## config.mk

```make
export PLATFORM = sky130hd
export DESIGN_NAME = apb_slave_regfile
export DESIGN_NICKNAME = d
export VERILOG_FILES = /design/src/rtl/apb_slave_regfile.sv
export SDC_FILE = /design/constraint.sdc
export NUM_CORES = 1
export LEC_CHECK = 0
export ABC_AREA = 1
export BUFFER_PORTS_ARGS = -buffer_cell sky130_fd_sc_hd__buf_2
export CAP_MARGIN = 30
export CORE_MARGIN = 2
export CORE_UTILIZATION = 26
export CTS_CLUSTER_DIAMETER = 200
export CTS_CLUSTER_SIZE = 40
export DETAILED_ROUTE_END_ITERATION = 7
export GPL_TIMING_DRIVEN = 0
export HOLD_SLACK_MARGIN = 0.1
export PLACE_DENSITY = 0.41
export SLEW_MARGIN = 20
export SYNTH_ARGS = -nofsm -noshare
export SYNTH_HDL_FRONTEND = slang
export SYNTH_SLANG_ARGS = --single-unit
```

## constraint.sdc

```tcl
create_clock -name HCLK -period 5.1 [get_ports HCLK]
set_input_delay 0.255 -clock HCLK [delete_from_list [all_inputs] [get_ports HCLK]]
set_output_delay 0.255 -clock HCLK [all_outputs]
set_load 0.05 [all_outputs]
```

## src/rtl/apb_slave_regfile.sv

```systemverilog
// APB register-file responder.
// A bank of NUM_REGS registers behind the APB side of the AHB-to-APB bridge.
// Register 0 is a read-only ID. Every transfer gets WAIT_CYCLES wait states
// through PREADY. PSLVERR flags an out-of-range index or a write to the ID.
module apb_slave_regfile #(
    parameter int                    DATA_WIDTH  = 16,
    parameter int                    ADDR_WIDTH  = 8,
    parameter int                    NUM_REGS    = 16,
    parameter int                    WAIT_CYCLES = 2,
    parameter logic [DATA_WIDTH-1:0] ID_VALUE    = 16'hA5B0
) (
    input  logic                  HCLK,
    input  logic                  HRESETn,
    input  logic                  PSELx,
    input  logic                  PENABLE,
    input  logic                  PWRITE,
    input  logic [ADDR_WIDTH-1:0] PADDR,
    input  logic [DATA_WIDTH-1:0] PWDATA,
    output logic [DATA_WIDTH-1:0] PRDATA,
    output logic                  PREADY,
    output logic                  PSLVERR
);

    localparam int         IDX_W    = (NUM_REGS > 1) ? $clog2(NUM_REGS) : 1;
    localparam logic [3:0] WAIT_LIM = 4'(WAIT_CYCLES);

    // SETUP covers the first PENABLE cycle after the setup edge.
    // ACCESS covers the wait cycles that follow it.
    typedef enum logic [1:0] {
        IDLE   = 2'd0,
        SETUP  = 2'd1,
        ACCESS = 2'd2
    } state_t;

    state_t                  state, state_nxt;
    logic [3:0]              wait_cnt, wait_cnt_nxt;
    logic                    latch_en;
    logic [ADDR_WIDTH-1:0]   addr_q;
    logic                    write_q;
    logic [DATA_WIDTH-1:0]   wdata_q;
    logic [IDX_W-1:0]        idx;
    logic                    in_range;
    logic                    legal;
    logic                    ready;
    logic                    do_write;
    logic [DATA_WIDTH-1:0]   regs [NUM_REGS];

    // Decode the latched transfer only. PADDR/PWRITE changes after the setup edge are ignored.
    assign idx      = addr_q[IDX_W-1:0];
    assign in_range = (32'(addr_q) < NUM_REGS);
    assign legal    = in_range && !(write_q && (addr_q == '0));

    // The count of elapsed enable cycles reaches the programmed wait count.
    assign ready    = (state != IDLE) && PSELx && PENABLE && (wait_cnt == WAIT_LIM);
    assign do_write = ready && write_q && legal;

    assign PREADY   = ready;
    assign PSLVERR  = ready && !legal;
    assign PRDATA   = (ready && !write_q && legal) ? regs[idx] : '0;

    // State and wait-counter registers.
    always_ff @(posedge HCLK or negedge HRESETn) begin
        // NOTE: sequential state uses non-blocking (<=) so every flop samples pre-edge values.
        if (!HRESETn) begin
            state    <= IDLE;
            wait_cnt <= '0;
        end else begin
            state    <= state_nxt;
            wait_cnt <= wait_cnt_nxt;
        end
    end

    // Next-state and counter logic.
    always_comb begin
        // NOTE: defaults first, so no path through the case leaves a signal unassigned (no latch).
        state_nxt    = state;
        wait_cnt_nxt = wait_cnt;
        latch_en     = 1'b0;
        case (state)
            IDLE: begin
                // An enable without a preceding setup cycle is ignored.
                if (PSELx && !PENABLE) begin
                    state_nxt    = SETUP;
                    wait_cnt_nxt = '0;
                    latch_en     = 1'b1;
                end
            end
            SETUP, ACCESS: begin
                if (!PSELx) begin
                    // Abort: back to idle with no register update.
                    state_nxt = IDLE;
                end else if (PENABLE) begin
                    if (ready) begin
                        // A following setup cycle is picked up from IDLE with no gap.
                        state_nxt = IDLE;
                    end else begin
                        state_nxt    = ACCESS;
                        wait_cnt_nxt = wait_cnt + 4'd1;
                    end
                end
            end
            default: state_nxt = IDLE;
        endcase
    end

    // Capture address, direction and write data on the setup edge.
    always_ff @(posedge HCLK or negedge HRESETn) begin
        if (!HRESETn) begin
            addr_q  <= '0;
            write_q <= 1'b0;
            wdata_q <= '0;
        end else if (latch_en) begin
            addr_q  <= PADDR;
            write_q <= PWRITE;
            wdata_q <= PWDATA;
        end
    end

    // Register bank. Entry 0 is held at ID_VALUE because a write to it is never legal.
    always_ff @(posedge HCLK or negedge HRESETn) begin
        // NOTE: this array is reset on purpose, because software expects known zeros after reset.
        // Use flops here, not a RAM macro.
        if (!HRESETn) begin
            for (int i = 0; i < NUM_REGS; i++) begin
                regs[i] <= (i == 0) ? ID_VALUE : '0;
            end
        end else if (do_write) begin
            regs[idx] <= wdata_q;
        end
    end

endmodule

```

-- Yosys cells after proc, flatten, opt, wreduce, memory -nomap -nowiden
Index checks and enable logic that the tools add are counted.
- add/sub/neg operators: 1
- order comparisons: 3
- equal/unequal tests: 8
- multiplexer cells: 19
- bitwise gates (word level): 1
- reduce and logical (&&, ||, !) cells: 23
- operator list (cell ; count):
    256-bit bitwise mux ; 1
    16-bit binary-select mux with 4-bit select ; 1
    16-bit demux with 4-bit select ; 1
    16-bit 2-to-1 mux ; 4
    4-bit 2-to-1 mux ; 4
    1-bit logical AND ; 12
    8-bit logical NOT ; 1
    8-bit by 5-bit less-than comparator with 1-bit output, second input constant ; 1
    2-bit 2-to-1 mux ; 4
    2-bit inequality test, second input constant ; 4
    4-bit one-hot mux with 2 select lines ; 1
    5-bit greater-or-equal comparator, second input constant ; 1
    5-bit by 1-bit less-than comparator with 1-bit output, second input constant ; 1
    4-bit NOT with 5-bit output ; 1
    5-bit AND reduction ; 1
    4-bit by 1-bit adder with 4-bit output, second input constant ; 1
    4-bit by 2-bit equality test with 1-bit output, second input constant ; 1
    1-bit logical NOT ; 4
    2-bit one-hot mux with 2 select lines ; 1
    2-bit nonzero test ; 2
    3-bit inequality test, second input constant ; 1
    2-bit by 1-bit equality test with 1-bit output, second input constant ; 1
    2-bit equality test, second input constant ; 1
    2-bit logical NOT ; 1
    other kinds (3) ; 4
- register bits: 287
- input bits: 29
- output and inout port bits: 18
- word-level logic and storage cells: 76

-- Logic depth before layout (Yosys ltp)
Gate-level depths: netlist (run 1).
- depth after elaboration: 8
- depth in mapped cells: 11
- mapped depth without buffers: 10

-- Worst setup path after synthesis (run 1)
No wires, ideal clock.
- path type: register -> output
- start point: reg wait_cnt[0]
- end point: out PRDATA[10]
- arrival: 2207 ps
- required time: 4845 ps
- setup slack: 2638 ps
- cell stages (with the launch flop): 12
- buffers on the path: 1
- cell sequence: dfrtp_1 -> inv_1 -> ha_1 -> inv_1 -> nor2_1 -> nand3_1 -> nor2_1 -> inv_1 -> nor2_1 -> buf_2 -> nand2_1 -> nor2_1
- cells in the longest elaborated chain, start to end: 5
- ends and longest elaborated chain (element ; line ; source):
    from (decl) ; 36 ; logic [3:0] wait_cnt, wait_cnt_nxt;
    from (signal assigned) ; 69 ; wait_cnt <= wait_cnt_nxt;
    4-bit by 2-bit equality test with 1-bit output ; 54 ; assign ready = (state != IDLE) && PSELx && PENABLE && (wait_cnt == WAIT_LIM);
    1-bit logical AND ; 54 ;
    1-bit logical AND (2 in a row) ; 59 ; assign PRDATA = (ready && !write_q && legal) ? regs[idx] : '0;
    16-bit 2-to-1 mux ; 59 ;
    to (decl) ; 19 ; output logic [DATA_WIDTH-1:0] PRDATA,
No other way between the ends.

-- Worst setup path in the final report (run 1)
- start point: reg wait_cnt[0]
- end point: out PRDATA[13]
The elaborated chain is that of the path after synthesis.

==> qor.csv, run 1 <==
metric,value,unit
largest net degree at the start of global routing,77,
CTS tree,done,
Syn Inst Count,1895,
layout cell share with drive strength beyond 1,10.41,%
crit-path most repeated cell,nor2_1,
syn_nets,1928,
Synth Area per Inst,7.542,µm²
H-tree depth,1,
WL/cell,18.94,µm
Finished Layout Cells,2684,
Core Region,54130,µm²
Initial Util,26.40,%
"FF+latch count, synth",287,
post-synth cell types,26,
Worst Path Buf+Inv,5,
Crit path largest cell delay,540,ps
worst setup path category,flip-flop to output pin,
Crit path required time,4850,ps
CP max-delay cell,nor2_1,
Post-Syn Area,14290,µm²
placer congestion estimate,0.8227,
antenna violations before repair,0,
Worst R2R Start,addr_q[1]$_DFFE_PN0P_,
final hold violation count,0,
sequential share of the synthesized area,50.32,%
CTS Buffer Depth,3,
Synth area leaders,"dfrtp_1 (49%), nand2_1 (20%), nand3_1 (9.1%), nor2_1 (4.7%), o21ai_0 (2.8%)",
Worst Skew,79.29,ps
period utilisation layout,72.72,%
grt total ovfl,0,
Rows,85,
Layout area overhead,12.54,%
Yosys top cell area share,49.03,%
CTS Buf Count,11,
ANT nets after route,0,
I/O Buffers,46,
io pins,47,
CP Data Arrival Time,3450,ps
Worst Setup SP,wait_cnt[0]$_DFFE_PN0P_,
Clock Tree Root,clkbuf_16,
critical-path cell list,inv_1 > ha_1 > inv_1 > nor2_1 > nand3_1 > nor2_1 > inv_1 > nor2_1 > buf_2 > nand2_1 > nor2_1 > buf_2,
first-pass GRT wire length,77660,µm
postcts setup bufs,0,
Worst-Margin Slew,993.1,ps
Final #Nets,2017,
Max VDD drop,0.0004019,V
Setup-failing EPs final,0,
clock-pin slew on the worst setup and hold paths,150,ps
Pwr Total,0.007165,W
CP top delay family,simple AND/OR/NAND/NOR gates,
Worst-Skew Late Latency,530,ps
setup repair after global routing missed its margin,no,
CP max FO,10,
die height,238.5,µm
placed insts,2641,
asr flop ratio synth,100.0,%
min Tclk post-route,3709,ps
Chip Width,238.5,µm
number of remaining DRC errors,0,
"Warnings, synthesis",0,
CP Launch Type,flip-flop,
R2R Setup Slk,2880,ps
Final HPWL DP,36910,µm
Rel. slew slack,33.79,%
Worst Setup End Kind,output pin,
Final Max Tran Viols,0,
DRT iter0 DRCs,887,
Layout Utilization,29.71,%
Post-synth EDFFs,0,
GRT Total Usage,18.04,%
Die Area,56860,µm²
Highest Clock Rate,269.6,MHz
status,"finished, final reports clean",
post-synth top area cell,dfrtp_1,
TritonCTS Sinks,287,
vias in the first global route,12190,
PwrDens,445.5,nW/µm²
hold_sp,PSELx,
Post-Route WL,50840,µm
TritonRoute pass-1 iters,5,
n_diodes,0,
via density per instance,4.674,
Synth Flop Type,dfrtp_1,
Vias,12550,
Hold WC Path Type,primary input to flip-flop,
maxcap violations,0,
P_leak,8.366,nW
[final timing paths]
| kind | cells past startpoint | to |
|---|---|---|
| max | 12 | PRDATA[13] |
| min | 5 | state[1]$_DFFE_PN0P_ |
| min reg2reg | 1 | regs[245]$_DFFE_PN1P_ |
| min in group asynchronous | 2 | regs[215]$_DFFE_PN0P_ |
| max in group asynchronous | 4 | wdata_q[10]$_DFFE_PN0P_ |
| max reg2reg | 8 | regs[103]$_DFFE_PN0P_ |
[metal layers]
| layer | up-vias | routed length [µm] | track usage, % |
|---|---|---|---|
| met2 | 290 | 23110 | 28.92 |
| met1 | 6094 | 24320 | 26.27 |
| met3 | 53 | 2050 | 1.411 |
| met5 | - | 0 | 0 |
| li1 | 6108 | - | - |
| met4 | 0 | 1364 | 4.583 |
[kinds of logic after synthesis]
group	Yosys count	share of synthesized area (%)
compound gates	105	3.949
xor+xnor	1	0.06130
fa+ha+maj	4	0.3502
buf+inv	236	7.214
flops	287	50.32
mux	20	1.576
simple gates	1242	36.53
[what timing repair did]
| action | 4_1_cts | 5_1_grt |
|---|---|---|
| hold endpoints to repair | 98 | 0 |
| hold buffers | 26 | 0 |
| gates resized for setup | 0 | 0 |
[synth_stat cells, types with 2 or more instances]
| library cell | number |
|---|---|
| o21ai_0 | 80 |
| nor2_4 | 10 |
| buf_1 | 8 |
| nor2_1 | 179 |
| a21oi_1 | 9 |
| dfstp_2 | 7 |
| nand2_2 | 18 |
| clkbuf_1 | 58 |
| o21bai_1 | 15 |
| nor3_1 | 2 |
| buf_6 | 4 |
| mux2_2 | 20 |
| nor2_8 | 3 |
| dfrtp_1 | 280 |
| nand4_1 | 16 |
| buf_4 | 13 |
| ha_1 | 4 |
| nand2_1 | 745 |
| nand3_1 | 260 |
| inv_2 | 6 |
| buf_2 | 53 |
| nor2_2 | 8 |
| inv_1 | 94 |
[tightest hold or removal path: stages]
cell and delay, ps:
buf_2 100, inv_1 70, nor3_1 50, nand3_1 70, o21ai_0 80
[area by class of cell]
| type | count | area, µm² |
|---|---|---|
| Buffer | 136 | 658.1 |
| Clock buffer | 16 | 294.0 |
| Clock inverter | 1 | 30.03 |
| Fill cell | 5868 | 38050 |
| Inverter | 100 | 375.4 |
| Multi-Input combinational cell | 1372 | 6070 |
| Sequential cell | 287 | 7191 |
| Tap cell | 696 | 870.8 |
| Timing Repair Buffer | 76 | 594.3 |
[flip-flops by register name, summed over array words and instances, names as in the netlist]
register / flops
regs: 256
write_q: 1
addr_q: 8
wait_cnt: 4
state: 2
wdata_q: 16
[report_power, final]
group          switching [W]  internal [W]
registers           0.000236       0.00239
logic                0.00252      0.000818
clock network       0.000780      0.000422
[stage by stage]
stage | TNS [ps] | instance area, µm² | setup slack, ps | hold slack [ps]
3_5_place_dp | 0 | 15500 | 1957 | 289.1
5_1_grt | 0 | 16080 | 1114 | 144.6
4_1_cts | 0 | 16080 | 1354 | 132.3
6_report | 0 | 16080 | 1391 | 154.9
2_1_floorplan | 0 | 14290 | 2638 | -40.59
3_3_place_gp | -629850 | 15390 | -2290 | 433.2
[cells in the final DEF, fill, tap and decap left out, types with 3 or more instances in the layout]
cell           instances
nor2_2                 8
mux2_2                20
nand2_1              745
nor2_4                10
nor2_8                 3
nor2_1               179
nand3_1              260
buf_4                 13
clkbuf_16             11
buf_2                 98
dfrtp_1              280
a21oi_1                9
nand2_2               18
inv_1                 94
clkbuf_1              61
dlygate4sd3_1         26
buf_6                  5
inv_2                  6
o21ai_0               80
nand4_1               16
o21bai_1              15
buf_1                  8
buf_16                 3
ha_1                   4
dfstp_2                7
(Power assumes the default switching activity.)
==> inputs of run 2 (changes only) <==
--- a/config.mk
+++ b/config.mk
@@ -15,7 +15,7 @@
 export DETAILED_ROUTE_END_ITERATION = 7
 export GPL_TIMING_DRIVEN = 0
 export HOLD_SLACK_MARGIN = 0.1
-export PLACE_DENSITY = 0.41
+export PLACE_DENSITY = 0.42
 export SLEW_MARGIN = 20
 export SYNTH_ARGS = -nofsm -noshare
 export SYNTH_HDL_FRONTEND = slang
==> constraint.sdc (replaced) <==
create_clock -name HCLK -period 3.15 [get_ports HCLK]
set_input_delay 0.1575 -clock HCLK [delete_from_list [all_inputs] [get_ports HCLK]]
set_output_delay 0.1575 -clock HCLK [all_outputs]
set_load 0.05 [all_outputs]
==> run 2 against run 1 <==
  * First-iteration DRC count up 14%
  * Non-clock buffer count grew 5
  * Die area unchanged
  * Global-route usage shrank 0.40 points
  * Critical path type unchanged
==> qor.csv, run 2 (same netlist as run 1, synthesis figures left out) <==
metric,value,unit,change
Core Region,54130,µm²,unchanged
Top Registers,"regs (256), wdata_q (16), addr_q (8)",,
R2R Setup Slk,720,ps,-2160 ps
TritonRoute pass-1 iters,5,,unchanged
Worst Skew,67.45,ps,-11.83 ps
Highest Clock Rate,322.2,MHz,
min Tclk post-route,3104,ps,
Initial Util,26.40,%,unchanged
via density per instance,4.657,,-0.36%
Worst-Skew Late Latency,520,ps,about the same
number of remaining DRC errors,0,,unchanged
Rel. slew slack,38.93,%,+5.1 points
ANT nets after route,0,,unchanged
"most common cell after layout, fill and taps aside",nand2_1,,
vias in the first global route,12100,,-0.77%
clock-pin slew on the worst setup and hold paths,160,ps,about the same
CP max FO,10,,unchanged
Chip Width,238.5,µm,unchanged
Vias,12510,,-0.29%
worst r2r dst,regs[93]$_DFFE_PN0P_,,
most frequent cells in the layout,"nand2_1 (745), dfrtp_1 (280), nand3_1 (259), nor2_1 (174), inv_1 (94)",,
placed insts,2641,,unchanged
P_leak,8.404,nW,+0.45%
Crit path required time,2990,ps,-1860 ps
CP Data Arrival Time,2950,ps,-500 ps
n_diodes,0,,unchanged
CTS Buf Count,11,,unchanged
die height,238.5,µm,unchanged
R2R depth,9,,+1
Worst-Margin Slew,916.0,ps,-77.10 ps
met2 Usage GRT,28.67,%,-0.26 points
period utilisation layout,98.53,%,
Biggest register,regs,,
status,"finished, final reports clean",,
Worst Setup End Kind,output pin,,
antenna violations before repair,0,,unchanged
GR Util met3,1.562,%,+0.15 points
layout cell share with drive strength beyond 1,11.01,%,+0.59 points
Hold WC Path Type,primary input to async pin,,
Layout area overhead,13.33,%,
worst setup path category,flip-flop to output pin,,
largest net degree at the start of global routing,92,,+19%
Final HPWL DP,36360,µm,-1.5%
met1 usage,25.40,%,-0.87 points
busiest grt layer,met2,,
CTS Buffer Depth,3,,unchanged
H-tree depth,1,,unchanged
GRT Total Usage,17.65,%,-0.40 points
Final #Nets,2022,,+0.25%
setup repair after global routing missed its margin,yes,,
Final Max Tran Viols,0,,unchanged
first-pass GRT wire length,76200,µm,-1.9%
WL/cell,18.61,µm,-1.7%
PwrDens,715.1,nW/µm²,+61%
Setup-failing EPs final,0,,unchanged
Post-Route WL,50000,µm,-1.7%
TritonCTS Sinks,287,,unchanged
placer congestion estimate,0.8288,,+0.74%
Die Area,56860,µm²,unchanged
maxcap violations,0,,unchanged
Rows,85,,unchanged
io pins,47,,unchanged
I/O Buffers,46,,unchanged
Max VDD drop,0.0004391,V,+9.3%
grt total ovfl,0,,unchanged
Clock Tree Root,clkbuf_16,,
max reg flops,256,,unchanged
setup TNS,0,ps,unchanged
DRT iter0 DRCs,1010,,+14%
CTS tree,done,,
final hold violation count,0,,unchanged
hold_ws,101.3,ps,-53.68 ps
Worst R2R Start,addr_q[1]$_DFFE_PN0P_,,
Finished Layout Cells,2686,,+0.075%
CP Launch Type,flip-flop,,
[run 2: cell types whose count changed in the layout (fill, tap and decap cells not counted), moves of 2 or more]
cell           previous run  this run
buf_4                    13        28
o21ai_1                   0         6
clkbuf_4                  0         2
o21ai_0                  80        74
nor2_2                    8        11
nor2_4                   10        12
nor2_1                  179       174
dlygate4sd3_1            26        29
clkbuf_1                 61        55
buf_2                    98        85
[run 2: worst max-delay path by stage]
stage	from	endpoint	slack [ps]
after global routing	addr_q[0]$_DFFE_PN0P_	PRDATA[9]	-4
after floorplan	wait_cnt[0]$_DFFE_PN0P_	PRDATA[10]	790
after detailed placement	state[0]$_DFFE_PN0P_	PRDATA[13]	110
final	addr_q[0]$_DFFE_PN0P_	PRDATA[15]	50
after CTS	addr_q[0]$_DFFE_PN0P_	PRDATA[8]	4
after global placement	HRESETn	regs[80]$_DFFE_PN0P_	-4060
[run 2: cell type report]
cell class | instances | area [µm²]
multi-input combinational | 1372 | 6097
buffer | 135 | 681.9
sequential | 287 | 7191
tap | 696 | 870.8
clock inverter | 1 | 30.03
clock buffer | 13 | 282.8
fill | 5944 | 37940
inverter | 100 | 375.4
timing repair buffer | 82 | 668.1
[run 2: per-layer routing]
metal | share of wire (%) | up-vias
met2 | 46 | 316
met1 | 47 | 6051
li1 | - | 6094
met3 | 4.8 | 48
met4 | 2.2 | 0
met5 | 0 | -
[run 2: where the power goes]
| group | total, W | switching [W] | internal (W) | leakage, nW |
|---|---|---|---|---|
| registers | 0.00427 | 0.000408 | 0.00386 | 3.92 |
| clock network | 0.00190 | 0.00124 | 0.000668 | 0.149 |
| logic | 0.00541 | 0.00403 | 0.00138 | 4.33 |
| total | 0.0116 | 0.00568 | 0.00591 | 8.40 |
[run 2: what timing repair did]
action,in CTS,in global routing
hold endpoints to repair,223,0
pin swaps,0,1
cloned,0,0
gates resized for setup,25,12
setup buffers,0,3
endpoints found under the setup margin,16,13
hold buffers,29,0
[run 2: worst max-delay path, stage by stage (launching register included)]
cell     delay [ps]
dfrtp_1         350
buf_4           200
buf_4           280
buf_2           280
nor2_1           70
o21ai_0         370
nand2_1         140
nand2_1          80
nand3_1          90
nor2_1          230
buf_2           320
[run 2: metrics by stage]
stage | util, % | total power, W | instance area (µm²) | setup WS [ps]
final | 29.92 | 0.01158 | 16200 | 46.44
after global routing | 29.92 | 0.01229 | 16200 | -3.714
after CTS | 29.83 | 0.01172 | 16150 | 4.002
after detailed placement | 28.63 | 0.009682 | 15500 | 113.5
after global placement | 28.43 | 0.009655 | 15390 | -4065
after floorplan | - | 0.007221 | 14290 | 785.5
==> inputs of run 3 (changes only) <==
--- a/config.mk
+++ b/config.mk
@@ -16,6 +16,7 @@
 export GPL_TIMING_DRIVEN = 0
 export HOLD_SLACK_MARGIN = 0.1
 export PLACE_DENSITY = 0.42
+export SETUP_SLACK_MARGIN = 0.1
 export SLEW_MARGIN = 20
 export SYNTH_ARGS = -nofsm -noshare
 export SYNTH_HDL_FRONTEND = slang
==> run 3 against run 2 <==
  * Via count increased by 0.51%
  * Maximum frequency rose by 3.5%
  * Flip-flop and latch count stayed put
  * Critical endpoint unchanged
  * Largest cell class unchanged
  * Sequential share of layout area down 0.12 points
  * Register-to-register slack improved by 160 ps
==> qor.csv, run 3 (same netlist as run 1, synthesis figures left out) <==
metric,value,unit,change
status,"finished, final reports clean",,
CTS Buf Count,11,,unchanged
Comb pwr share,46.9,%,+0.2 points
setup TNS,0,ps,unchanged
Worst-Skew Late Latency,520,ps,about the same
CP Data Arrival Time,2840,ps,-110 ps
Rows,85,,unchanged
I/O Buffers,46,,unchanged
Critical Path End,PRDATA[15],,
WL/cell,18.65,µm,+0.19%
R2R Setup Slk,880,ps,+160 ps
layout cell share with drive strength beyond 1,11.36,%,+0.35 points
critical-path cell list,buf_4 > inv_2 > buf_6 > buf_4 > nor2_1 > o21ai_0 > nand2_1 > nand2_1 > nand3_1 > nor2_2 > clkbuf_4,,
Hold WC Path Type,primary input to async pin,,
io pins,47,,unchanged
Post-Route WL,50090,µm,+0.19%
TritonCTS Sinks,287,,unchanged
n_diodes,0,,unchanged
maxcap violations,0,,unchanged
Die Area,56860,µm²,unchanged
Worst Setup End Kind,output pin,,
CP max-delay cell,dfrtp_1,,
first-pass GRT wire length,76270,µm,about the same
sequential fraction of design power,36.7,%,-0.2 points
CTS tree,done,,
Clock Tree Root,clkbuf_16,,
Setup-failing EPs final,0,,unchanged
Internal,0.005935,W,+0.48%
die height,238.5,µm,unchanged
Finished Layout Cells,2686,,unchanged
worst r2r dst,regs[119]$_DFFE_PN0P_,,
Multi-input gate area,6115,µm²,+0.29%
P_leak,8.425,nW,+0.25%
Sw Share,48.95,%,-0.051 points
setup repair after global routing missed its margin,yes,,
Worst Setup SP,addr_q[0]$_DFFE_PN0P_,,
clock power share,16.4,%,about the same
sw power,0.005691,W,+0.27%
Worst R2R Start,addr_q[0]$_DFFE_PN0P_,,
Layout area overhead,13.64,%,
largest net degree at the start of global routing,92,,unchanged
period utilisation layout,95.20,%,-3.3 points
antenna violations before repair,0,,unchanged
clock-pin slew on the worst setup and hold paths,160,ps,about the same
Chip Width,238.5,µm,unchanged
Worst-Margin Slew,945.1,ps,+29.08 ps
Worst Skew,65.85,ps,-1.606 ps
Max VDD drop,0.0004412,V,+0.48%
Vias,12570,,+0.51%
Top Registers,"regs (256), wdata_q (16), addr_q (8)",,
grt total ovfl,0,,unchanged
PwrDens,715.9,nW/µm²,+0.11%
worst setup path category,flip-flop to output pin,,
GRT Total Usage,17.67,%,+0.025 points
most frequent cells in the layout,"nand2_1 (745), dfrtp_1 (280), nand3_1 (256), nor2_1 (173), inv_1 (94)",,
ANT nets after route,0,,unchanged
Initial Util,26.40,%,unchanged
Final Max Tran Viols,0,,unchanged
placed insts,2641,,unchanged
number of remaining DRC errors,0,,unchanged
via density per instance,4.681,,+0.51%
CP max FO,10,,unchanged
DRT iter0 DRCs,1044,,+3.4%
Pwr Total,0.01163,W,+0.38%
Core Region,54130,µm²,unchanged
final instance area,16240,µm²,+0.27%
H-tree depth,1,,unchanged
CTS Buffer Depth,3,,unchanged
Final #Nets,2022,,unchanged
Biggest register,regs,,
Final HPWL DP,36360,µm,unchanged
TritonRoute pass-1 iters,5,,unchanged
placed cell areas,15500,µm²,unchanged
Highest Clock Rate,333.5,MHz,+3.5%
Rel. slew slack,36.99,%,-1.9 points
placer congestion estimate,0.8288,,unchanged
CP Launch Type,flip-flop,,
"most common cell after layout, fill and taps aside",nand2_1,,
R2R depth,7,,-2
Crit path required time,2990,ps,about the same
Filler cells,5945,,+0.017%
min Tclk post-route,2999,ps,-104.6 ps
Register Area,7191,µm²,unchanged
final hold violation count,0,,unchanged
Crit path largest cell delay,390,ps,+20 ps
vias in the first global route,12100,,-0.017%
max reg flops,256,,unchanged
==> run 3: cell count changes in the layout (fill, tap and decap cells not counted), moves of 3 or more <==
cell	change
buf_2	-6
o21ai_1	+5
nand3_2	+3
o21ai_0	-5
clkbuf_1	-3
nand3_1	-3
clkbuf_2	+3
==> run 3: worst min-delay path by stage <==
stage / end / slack, ps / cells past startpoint
floorplan: addr_q[0]$_DFFE_PN0P_ / -140 / 0
CTS: regs[215]$_DFFE_PN0P_ / 100 / 2
finish: regs[215]$_DFFE_PN0P_ / 100 / 2
detailed placement: regs[215]$_DFFE_PN0P_ / 80 / 1
global route: regs[215]$_DFFE_PN0P_ / 110 / 2
global placement: wdata_q[12]$_DFFE_PN0P_ / 390 / 2
==> run 3: routing by layer <==
layer  track usage [%]  vias up  part of all wire (%)
li1                  -     6096                     -
met1             25.39     6083                    46
met4             4.110        0                   2.2
met3             1.666       47                   5.6
met5                 0        -                     0
met2             28.69      347                    46
==> run 3: power by group through the flow <==
stage	registers (W)	logic, W	clock network (W)
finish	0.00427	0.00545	0.00191
global route	0.00429	0.00594	0.00211
CTS	0.00427	0.00547	0.00201
detailed placement	0.00434	0.00534	0
global placement	0.00434	0.00532	0
floorplan	0.00411	0.00311	0
==> run 3: per-stage QoR <==
step	utilization, %	hold WS [ps]	setup WS, ps
after floorplan	-	-138.1	785.5
after global placement	28.43	389.3	-4065
after detailed placement	28.63	79.70	113.5
after CTS	29.93	103.9	104.2
after global routing	30.00	109.7	57.48
final	30.00	101.4	151.0
==> run 3: area by class of cell <==
type,instances,area share (%)
well taps,696,5.362
repair buffers,81,4.160
clock buffers,13,1.741
flip-flops and latches,287,44.28
clock inverters,1,0.1849
multi-input cells,1372,37.65
plain buffers,136,4.314
inverters,100,2.311
==> run 3: repair_timing <==
action / CTS / global route
gates resized for setup: 38 / 24
hold endpoints to repair: 223 / 0
hold buffers: 29 / 0
buffers inserted: 2 / 0
pin swaps: 1 / 0
setup endpoints to repair: 16 / 15
==> run 3: worst max-delay path: cells and delay by family, from the launching register on <==
family | cells | cell delay, ps
buffers and inverters | 5 | 1020
and+or+nand+nor | 5 | 540
DFF | 1 | 390
AOI/OAI and AO/OA | 1 | 360
